`src/rtl/class_frame_sequencer.sv`:
```
// Walks the class hypervector generator over every (class, frame) pair, class-major,
// and streams the registered frames with tags on a valid/ready output.
module class_frame_sequencer #(
  parameter int NUM_CLASSES        = 10,
  parameter int NUM_FRAMES         = 3,
  parameter int DI_PARALLEL_W_BITS = 100,
  parameter int CLASS_ID_W         = 4,
  parameter int FRAME_IDX_W        = 2
) (
  input  logic                          clk,
  input  logic                          rst_n,
  input  logic                          start,
  input  logic                          abort,
  output logic                          busy,
  output logic                          done,
  output logic [CLASS_ID_W-1:0]         gen_frame_id,
  output logic [FRAME_IDX_W-1:0]        gen_frame_index,
  input  logic [DI_PARALLEL_W_BITS-1:0] gen_class_vec,
  output logic                          cv_valid,
  input  logic                          cv_ready,
  output logic [DI_PARALLEL_W_BITS-1:0] cv_data,
  output logic [CLASS_ID_W-1:0]         cv_class_id,
  output logic [FRAME_IDX_W-1:0]        cv_frame_index,
  output logic                          cv_last_frame,
  output logic                          cv_last_class
);

  localparam logic [CLASS_ID_W-1:0]  LAST_CLS = CLASS_ID_W'(NUM_CLASSES - 1);
  localparam logic [FRAME_IDX_W-1:0] LAST_FRM = FRAME_IDX_W'(NUM_FRAMES - 1);

  typedef enum logic [1:0] {
    IDLE  = 2'd0,
    RUN   = 2'd1,
    DRAIN = 2'd2
  } state_t;

  state_t                 state;
  state_t                 state_nxt;
  logic [CLASS_ID_W-1:0]  cls_ctr;
  logic [FRAME_IDX_W-1:0] frm_ctr;
  logic                   cap;
  logic                   hs;
  logic                   frm_last;
  logic                   pair_last;

  assign cap       = (state == RUN) && (!cv_valid || cv_ready);
  assign hs        = cv_valid && cv_ready;
  assign frm_last  = (frm_ctr == LAST_FRM);
  assign pair_last = frm_last && (cls_ctr == LAST_CLS);

  assign busy            = (state != IDLE);
  assign gen_frame_id    = cls_ctr;
  assign gen_frame_index = frm_ctr;

  always_ff @(posedge clk or negedge rst_n) begin
    if (!rst_n) state <= IDLE;
    else        state <= state_nxt;
  end

  always_comb begin
    state_nxt = state;
    if (abort) begin
      state_nxt = IDLE;
    end else begin
      case (state)
        IDLE:    if (start)            state_nxt = RUN;
        RUN:     if (cap && pair_last) state_nxt = DRAIN;
        DRAIN:   if (hs)               state_nxt = IDLE;
        default:                       state_nxt = IDLE;
      endcase
    end
  end

  // Counters rest at (0,0) outside a sweep so the generator idles on the first pair.
  always_ff @(posedge clk or negedge rst_n) begin
    if (!rst_n) begin
      cls_ctr <= '0;
      frm_ctr <= '0;
    end else if (abort || (state == IDLE) || ((state == DRAIN) && hs)) begin
      cls_ctr <= '0;
      frm_ctr <= '0;
    end else if (cap && !pair_last) begin
      if (frm_last) begin
        frm_ctr <= '0;
        cls_ctr <= cls_ctr + 1'b1;
      end else begin
        frm_ctr <= frm_ctr + 1'b1;
      end
    end
  end

  always_ff @(posedge clk or negedge rst_n) begin
    if (!rst_n) begin
      cv_valid       <= 1'b0;
      cv_data        <= '0;
      cv_class_id    <= '0;
      cv_frame_index <= '0;
      cv_last_frame  <= 1'b0;
      cv_last_class  <= 1'b0;
    end else if (abort) begin
      cv_valid <= 1'b0;
    end else if (cap) begin
      cv_valid       <= 1'b1;
      cv_data        <= gen_class_vec;
      cv_class_id    <= cls_ctr;
      cv_frame_index <= frm_ctr;
      cv_last_frame  <= frm_last;
      cv_last_class  <= pair_last;
    end else if (hs) begin
      cv_valid <= 1'b0;
    end
  end

  always_ff @(posedge clk or negedge rst_n) begin
    if (!rst_n) done <= 1'b0;
    else        done <= (state == DRAIN) && hs && !abort;
  end

endmodule

```
`config.mk`:
```
export PLATFORM = sky130hd
export DESIGN_NAME = class_frame_sequencer
export DESIGN_NICKNAME = d
export VERILOG_FILES = /design/src/rtl/class_frame_sequencer.sv
export SDC_FILE = /design/constraint.sdc
export NUM_CORES = 1
export LEC_CHECK = 0
export CAP_MARGIN = 20
export CORE_MARGIN = 5
export CORE_UTILIZATION = 55
export DETAILED_ROUTE_END_ITERATION = 8
export DONT_BUFFER_PORTS = 1
export GPL_ROUTABILITY_DRIVEN = 0
export PLACE_DENSITY = 0.71
export SYNTH_ARGS = -nofsm -noshare
export SYNTH_HDL_FRONTEND = slang
export SYNTH_SLANG_ARGS = --single-unit
```
`constraint.sdc`:
```
create_clock -name clk -period 2 [get_ports clk]
set_input_delay 0.3 -clock clk [delete_from_list [all_inputs] [get_ports clk]]
set_output_delay 0.3 -clock clk [all_outputs]
set_load 0.1 [all_outputs]
```
==> impl.org, run 1 <==
** Run status
- The flow did not finish.
- It got as far as clock tree synthesis and failed there.
- The tool reported: "[ERROR RSZ-0060] Max buffer count reached".

** Clocking
- The tree is rooted in a sky130_fd_sc_hd__clkbuf_8.
- Setup fix buffers added after clock tree synthesis :: 0
- Number of hold buffers added after cts :: 101
- The number of gates resized after CTS was 0.
- In this run the number of H-tree levels came out at 4.
- Number of clock buffers inserted by TritonCTS :: 17
- In this run the deepest clock path goes through 2 buffers.
- The clock net in this run drives a total of 118 sinks.

** Yosys
- Flop and latch count out of synthesis :: 118
- Number of flops mapped to enable cells by yosys :: 0
- Of the total synthesized cell area, the portion taken by full adders, half adders and majority gates is 0.00539.
- The portion of synthesized area spent on multiplexers is 0.280.
- Syn Area/Cell :: 16.5 um2
- In the synthesized netlist the dominant register cell turns out to be sky130_fd_sc_hd__dfrtp_1.
- Of the total synthesized cell area, the portion taken by XOR and XNOR cells is 0.
- The number of nets handed over by synthesis was 389.
- Largest family of logic cells by synthesized area :: multiplexers
- Yosys instantiated no cell more often than sky130_fd_sc_hd__dfrtp_1.
- For this run, the number of Yosys warnings is 0.
- Of the post-synthesis cell area, the dominant cell type holds 0.636.
- Post-synthesis cell type with the largest combined area :: sky130_fd_sc_hd__dfrtp_1
- Distinct cell type count of the synthesized netlist :: 34
- Post-synthesis instance area :: 4640 um2
- After synthesis, the share of flip-flops with an asynchronous set or reset is 1.00.
- Sorting the synthesized cells by how often they occur yields sky130_fd_sc_hd__dfrtp_1, sky130_fd_sc_hd__mux2_2, sky130_fd_sc_hd__mux2_4.
- Sequential cell area fraction in the yosys report :: 0.636
- Simple logic cell fraction of the synthesized area :: 0.0340
- Compound-Gate Fraction of Synth Area :: 0.0210
- Area contributors post-synth :: sky130_fd_sc_hd__dfrtp_1, sky130_fd_sc_hd__mux2_2, sky130_fd_sc_hd__mux2_4
- Gate count after technology mapping :: 282

** Die
- Number of I/O pins :: 222
- The floorplan step set the die height to 102 um.
- Die boundary width :: 102 um
- The initial utilization of the core area, before any placement, comes to 0.565.
- Count of standard-cell rows :: 33

** Placement
- Summed over all nets, the half-perimeter wirelength after detailed placement is 7170 um.
- Timing analysis after detailed placement gives a worst setup slack of 203 ps.
- Port buffering added 0 buffers.
metrics by stage:
| stage | area [um2] | hold slack [ps] | util | instances |
|---|---|---|---|---|
| after floorplan | 4650 | 4.41 | - | 282 |
| after detailed placement | 4850 | 7.42 | 0.590 | 389 |
| after global placement | 4850 | 7.05 | 0.590 | 389 |
cells by family after synthesis:
group,after synthesis
DFF,118
muxes,109
and+or+nand+nor,23
buffers and inverters,16
AOI/OAI and AO/OA,14
adders and majority gates,2
==> run 2: changes to the inputs <==
--- a/config.mk
+++ b/config.mk
@@ -7,11 +7,11 @@
 export LEC_CHECK = 0
 export CAP_MARGIN = 20
 export CORE_MARGIN = 5
-export CORE_UTILIZATION = 55
+export CORE_UTILIZATION = 40
 export DETAILED_ROUTE_END_ITERATION = 8
 export DONT_BUFFER_PORTS = 1
 export GPL_ROUTABILITY_DRIVEN = 0
-export PLACE_DENSITY = 0.71
+export PLACE_DENSITY_LB_ADDON = 0.15
 export SYNTH_ARGS = -nofsm -noshare
 export SYNTH_HDL_FRONTEND = slang
 export SYNTH_SLANG_ARGS = --single-unit
==> run 2 against run 1 <==
Effect of this change: the flow now finishes, with violations (hold timing); synthesized cell count is the same; synthesized area is the same.
==> impl.org, run 2 <==
** Placement
- The count of buffers from port buffering was 0 (unchanged).
- Placed wire-length estimate :: 6740 um (was 7170 um)
- The total placed instance area is 4840 um2 (was 4850 um2).
- Post-placement setup slack :: 174 ps (was 203 ps)

** GRT
- Entering global routing, the biggest net connects 119 pins.
- Global route total overflow :: 0
- The initial antenna violation count came to 1.
- Wire length of the first global-routing pass :: 15,600 um
- The via count of the first global-routing pass came to 2,561.
- Across every metal layer, demand over resource in global routing totals 0.145.

** Critical path
- STA classifies the critical path endpoint as a flip-flop.
- Data on the critical path is required at its endpoint by 2290 ps.
- The slowest stage of the critical path is the sky130_fd_sc_hd__dfrtp_1 cell.
- Path depth of the worst reg2reg path :: 5
- The worst register-to-register path ends at cv_data[24]$_DFFE_PN0P_.
- Kind of cell adding the most delay to the critical path :: simple AND/OR/NAND/NOR gates
- List of cells traversed by the critical path :: nor2b_4 > and2_4 > nor2b_4 > buf_12 > mux2_2
- Crit path top cell by count :: sky130_fd_sc_hd__nor2b_4
- Data on the critical path arrives at its endpoint at 2130 ps.
- In this run the worst path has a maximum fanout of 58.
- Flop2flop setup slack :: 160 ps
- The number of buffers and inverters on the critical path is 1.
- Delay of the slowest cell on the worst path :: 460 ps
- The startpoint identified for the worst register-to-register timing path is state[1]$_DFFE_PN0P_.
- The setup path with the least slack is of type reg2reg.
- STA classifies the critical path startpoint as a flip-flop.

** Yosys
- The summed instance area of the synthesized netlist was 4640 um2 (unchanged).
- The compound-cell area share of the yosys netlist came to 0.0210 (unchanged).
- Post-synth net total :: 389 (unchanged)
- Commonest cells in the netlist :: sky130_fd_sc_hd__dfrtp_1, sky130_fd_sc_hd__mux2_2, sky130_fd_sc_hd__mux2_4 (unchanged)
- Multiplexer share of the synthesized area :: 0.280 (unchanged)
- Post-synthesis cell type with the largest combined area :: sky130_fd_sc_hd__dfrtp_1 (unchanged)
- The number of cells produced by synthesis came to 282 (unchanged).
- Syn Area/Cell :: 16.5 um2 (unchanged)
- The post-synthesis adder-cell area fraction came to 0.00539 (unchanged).
- Largest family of logic cells by synthesized area :: multiplexers (unchanged)
- Simple logic cell fraction of the synthesized area :: 0.0340 (unchanged)
- The count of flip-flops with a built-in enable after synthesis is 0 (unchanged).
- Flop and latch count out of synthesis :: 118 (unchanged)
- The main flop type after synthesis was sky130_fd_sc_hd__dfrtp_1 (unchanged).
- The fraction of synthesized cell area taken by the top area cell type is 0.636 (unchanged).
- Fraction of synthesis flops using an asynchronous set or reset pin :: 1.00 (unchanged)
- Area contributors post-synth :: sky130_fd_sc_hd__dfrtp_1, sky130_fd_sc_hd__mux2_2, sky130_fd_sc_hd__mux2_4 (unchanged)
- The Yosys warning count was 0 (unchanged).
- The sequential-to-total area share from yosys stat was 0.636 (unchanged).
- The count of distinct cell types in the synthesized netlist is 34 (unchanged).
- The most instantiated library cell after synthesis was sky130_fd_sc_hd__dfrtp_1 (unchanged).
- Post-Synth XOR/XNOR Area :: 0 (unchanged)

** Power and ir drop
- Worst supply voltage drop on vdd :: 1130 uV
- P per Cell Area :: 1840 nW/um2
- Leakage power :: 0.00240 uW

** Layout
- The register with the most flip-flops in the layout has 100 of them.
- Ratio of cells with drive above 1 in the final layout :: 0.521
- Summing all multi-input logic gate instances after layout gives 1580 um2.
- Fin area :: 5470 um2
- Register Area :: 2960 um2
- Commonest non-fill, non-tap cells in the layout :: sky130_fd_sc_hd__dfrtp_1, sky130_fd_sc_hd__mux2_2, sky130_fd_sc_hd__mux2_4
- Layout area overhead :: 17.8%
- The filler cells instantiated in the layout total 1,000.
- Commonest non-fill, non-tap cell in the layout :: sky130_fd_sc_hd__dfrtp_1
- Counting flops per register, the top entry is cv_data.
- Fin util :: 0.479
- The net count of the finished layout is 407.
- Antenna fix cells :: 0

** Routing
- The detail route stage leaves a number of antenna-violating nets equal to 0.
- Number of search-and-repair iterations in the first detailed-routing pass :: 4
- Drt initial violations :: 95
- The final layout contains routed wiring with a total length of 9800 um.
- Via count of the routed design :: 2,386
- Remaining routing DRC violations :: 0
- Avg Vias per Cell :: 5.23
- After detailed routing, the average wire length per cell comes to 21.5 um.

** STA
- Setup violations remaining at the end of the flow were counted as 0.
- Derived from the worst setup path, the maximum achievable clock frequency is 542 MHz.
- Across all hold checks on the routed design, the worst slack comes to -407 ps.
- Worst-case headroom to the max-slew limit :: 0.373
- The number of hold-slack violations in the final timing report was 118.
- At the pin with the least slew margin, the transition time is 941 ps.
- Worst-case setup margin in the final layout :: 156 ps
- Setup total negative slack on the finished layout was measured at 0 ps.
- Final Max Tran Viols :: 0
- Period utilization :: 0.922
- Setup repair after global routing left no endpoint under its margin.
- The smallest clock period supported by the final layout is computed as 1840 ps.
- Post-Route Skew :: 4.24 ps

** Clocking
- Clock edge transition at the registers on the reported setup and hold paths :: 50 ps
- Insertion delay to the later sink of the worst-skew pair :: 400 ps
- Max Buffers Root-to-Sink :: 2 (unchanged)
- CTS tree :: built
- The clock sink total is 118 (unchanged).
- The number of buffers added to fix hold violations after cts came to 1 (was 101).
- Quantity of gates resized following cts :: 0 (unchanged)
- Number of H-tree branching levels :: 4 (unchanged)
- Clock Tree Root :: sky130_fd_sc_hd__clkbuf_16 (was sky130_fd_sc_hd__clkbuf_8)
- Number of clock buffers inserted by TritonCTS :: 17 (unchanged)
- Setup fix buffers added after clock tree synthesis :: 0 (unchanged)

** Die
- The standard-cell row count came to 39 (was 33).
- The number of top-level pins is 222 (unchanged).
- The starting density of the core came to 0.407 (was 0.565).
- The horizontal die dimension is 118 um (was 102 um).
- The die span in y came to 118 um (was 102 um).
- Area of the core region :: 11,400 um2
- The floorplan step defined a die boundary enclosing 13,900 um2.

** Run
- Max-cap violations :: 0

** Worst hold path
- The worst hold path belongs to the class in2async.

** Run status
- Outcome: finished, violations left (was aborted with a tool error).
- Violated checks :: hold timing
[run 2: cell counts after synthesis]
No cell type changed its count.
[run 2: how the worst max path moves through the flow]
stage               cells past startpoint                 endpoint  slack [ps]            startpoint
global placement                        5   cv_data[5]$_DFFE_PN0P_         220  cv_valid$_DFFE_PN0P_
detailed placement                      5  cv_data[84]$_DFFE_PN0P_         170  state[1]$_DFFE_PN0P_
floorplan                               7  cv_data[35]$_DFFE_PN0P_          20  cv_valid$_DFFE_PN0P_
CTS                                     5  cv_data[84]$_DFFE_PN0P_         160  state[1]$_DFFE_PN0P_
finish                                  5  cv_data[24]$_DFFE_PN0P_         160  state[1]$_DFFE_PN0P_
global route                            5  cv_data[20]$_DFFE_PN0P_          70  cv_valid$_DFFE_PN0P_
[run 2: logic make-up after synthesis]
kind of cell / Yosys count
muxes: 109
DFF: 118
adders and majority gates: 2
and+or+nand+nor: 23
buffers and inverters: 16
AOI/OAI and AO/OA: 14
[run 2: metrics by stage]
| step | std cells | hold slack [ps] | total power, uW |
|---|---|---|---|
| after global routing | 456 | -439 | 10400 |
| after CTS | 456 | -434 | 10200 |
| final | 456 | -407 | 10100 |
| after detailed placement | 423 | 7.25 | 7060 |
| after floorplan | 282 | 4.41 | 6860 |
| after global placement | 423 | 7.17 | 7040 |
[run 2: final cells by class]
type	count	area share
sequential	118	0.541
multi-input combinational	148	0.289
clock buffer	24	0.0954
tap	143	0.0327
timing repair buffer	13	0.0229
clock inverter	8	0.0169
inverter	2	0.00137
[run 2: worst reg2reg max path, delay by kind of cell (launching register included)]
family	cells	cell delay [ps]
muxes	1	440
buffers and inverters	1	290
and+or+nand+nor	3	540
DFF	1	460
[run 2: power by group]
group	leakage (uW)	internal, uW	switching [uW]	total, uW
combinational	0.000667	435	228	663
sequential	0.00142	2750	3580	6330
clock	0.000308	2050	1020	3070
[run 2: layer usage]
| metal | part of all wire | wire length, um | vias to the layer above | GRT usage |
|---|---|---|---|---|
| li1 | - | - | 1045 | - |
| met1 | 0.37 | 3590 | 1184 | 0.158 |
| met2 | 0.49 | 4780 | 139 | 0.222 |
| met3 | 0.13 | 1250 | 16 | 0.0923 |
| met4 | 0.016 | 155 | 2 | 0.0645 |
| met5 | 0.0013 | 13 | - | 0 |
Note: power is estimated with default switching activity, not from simulation.
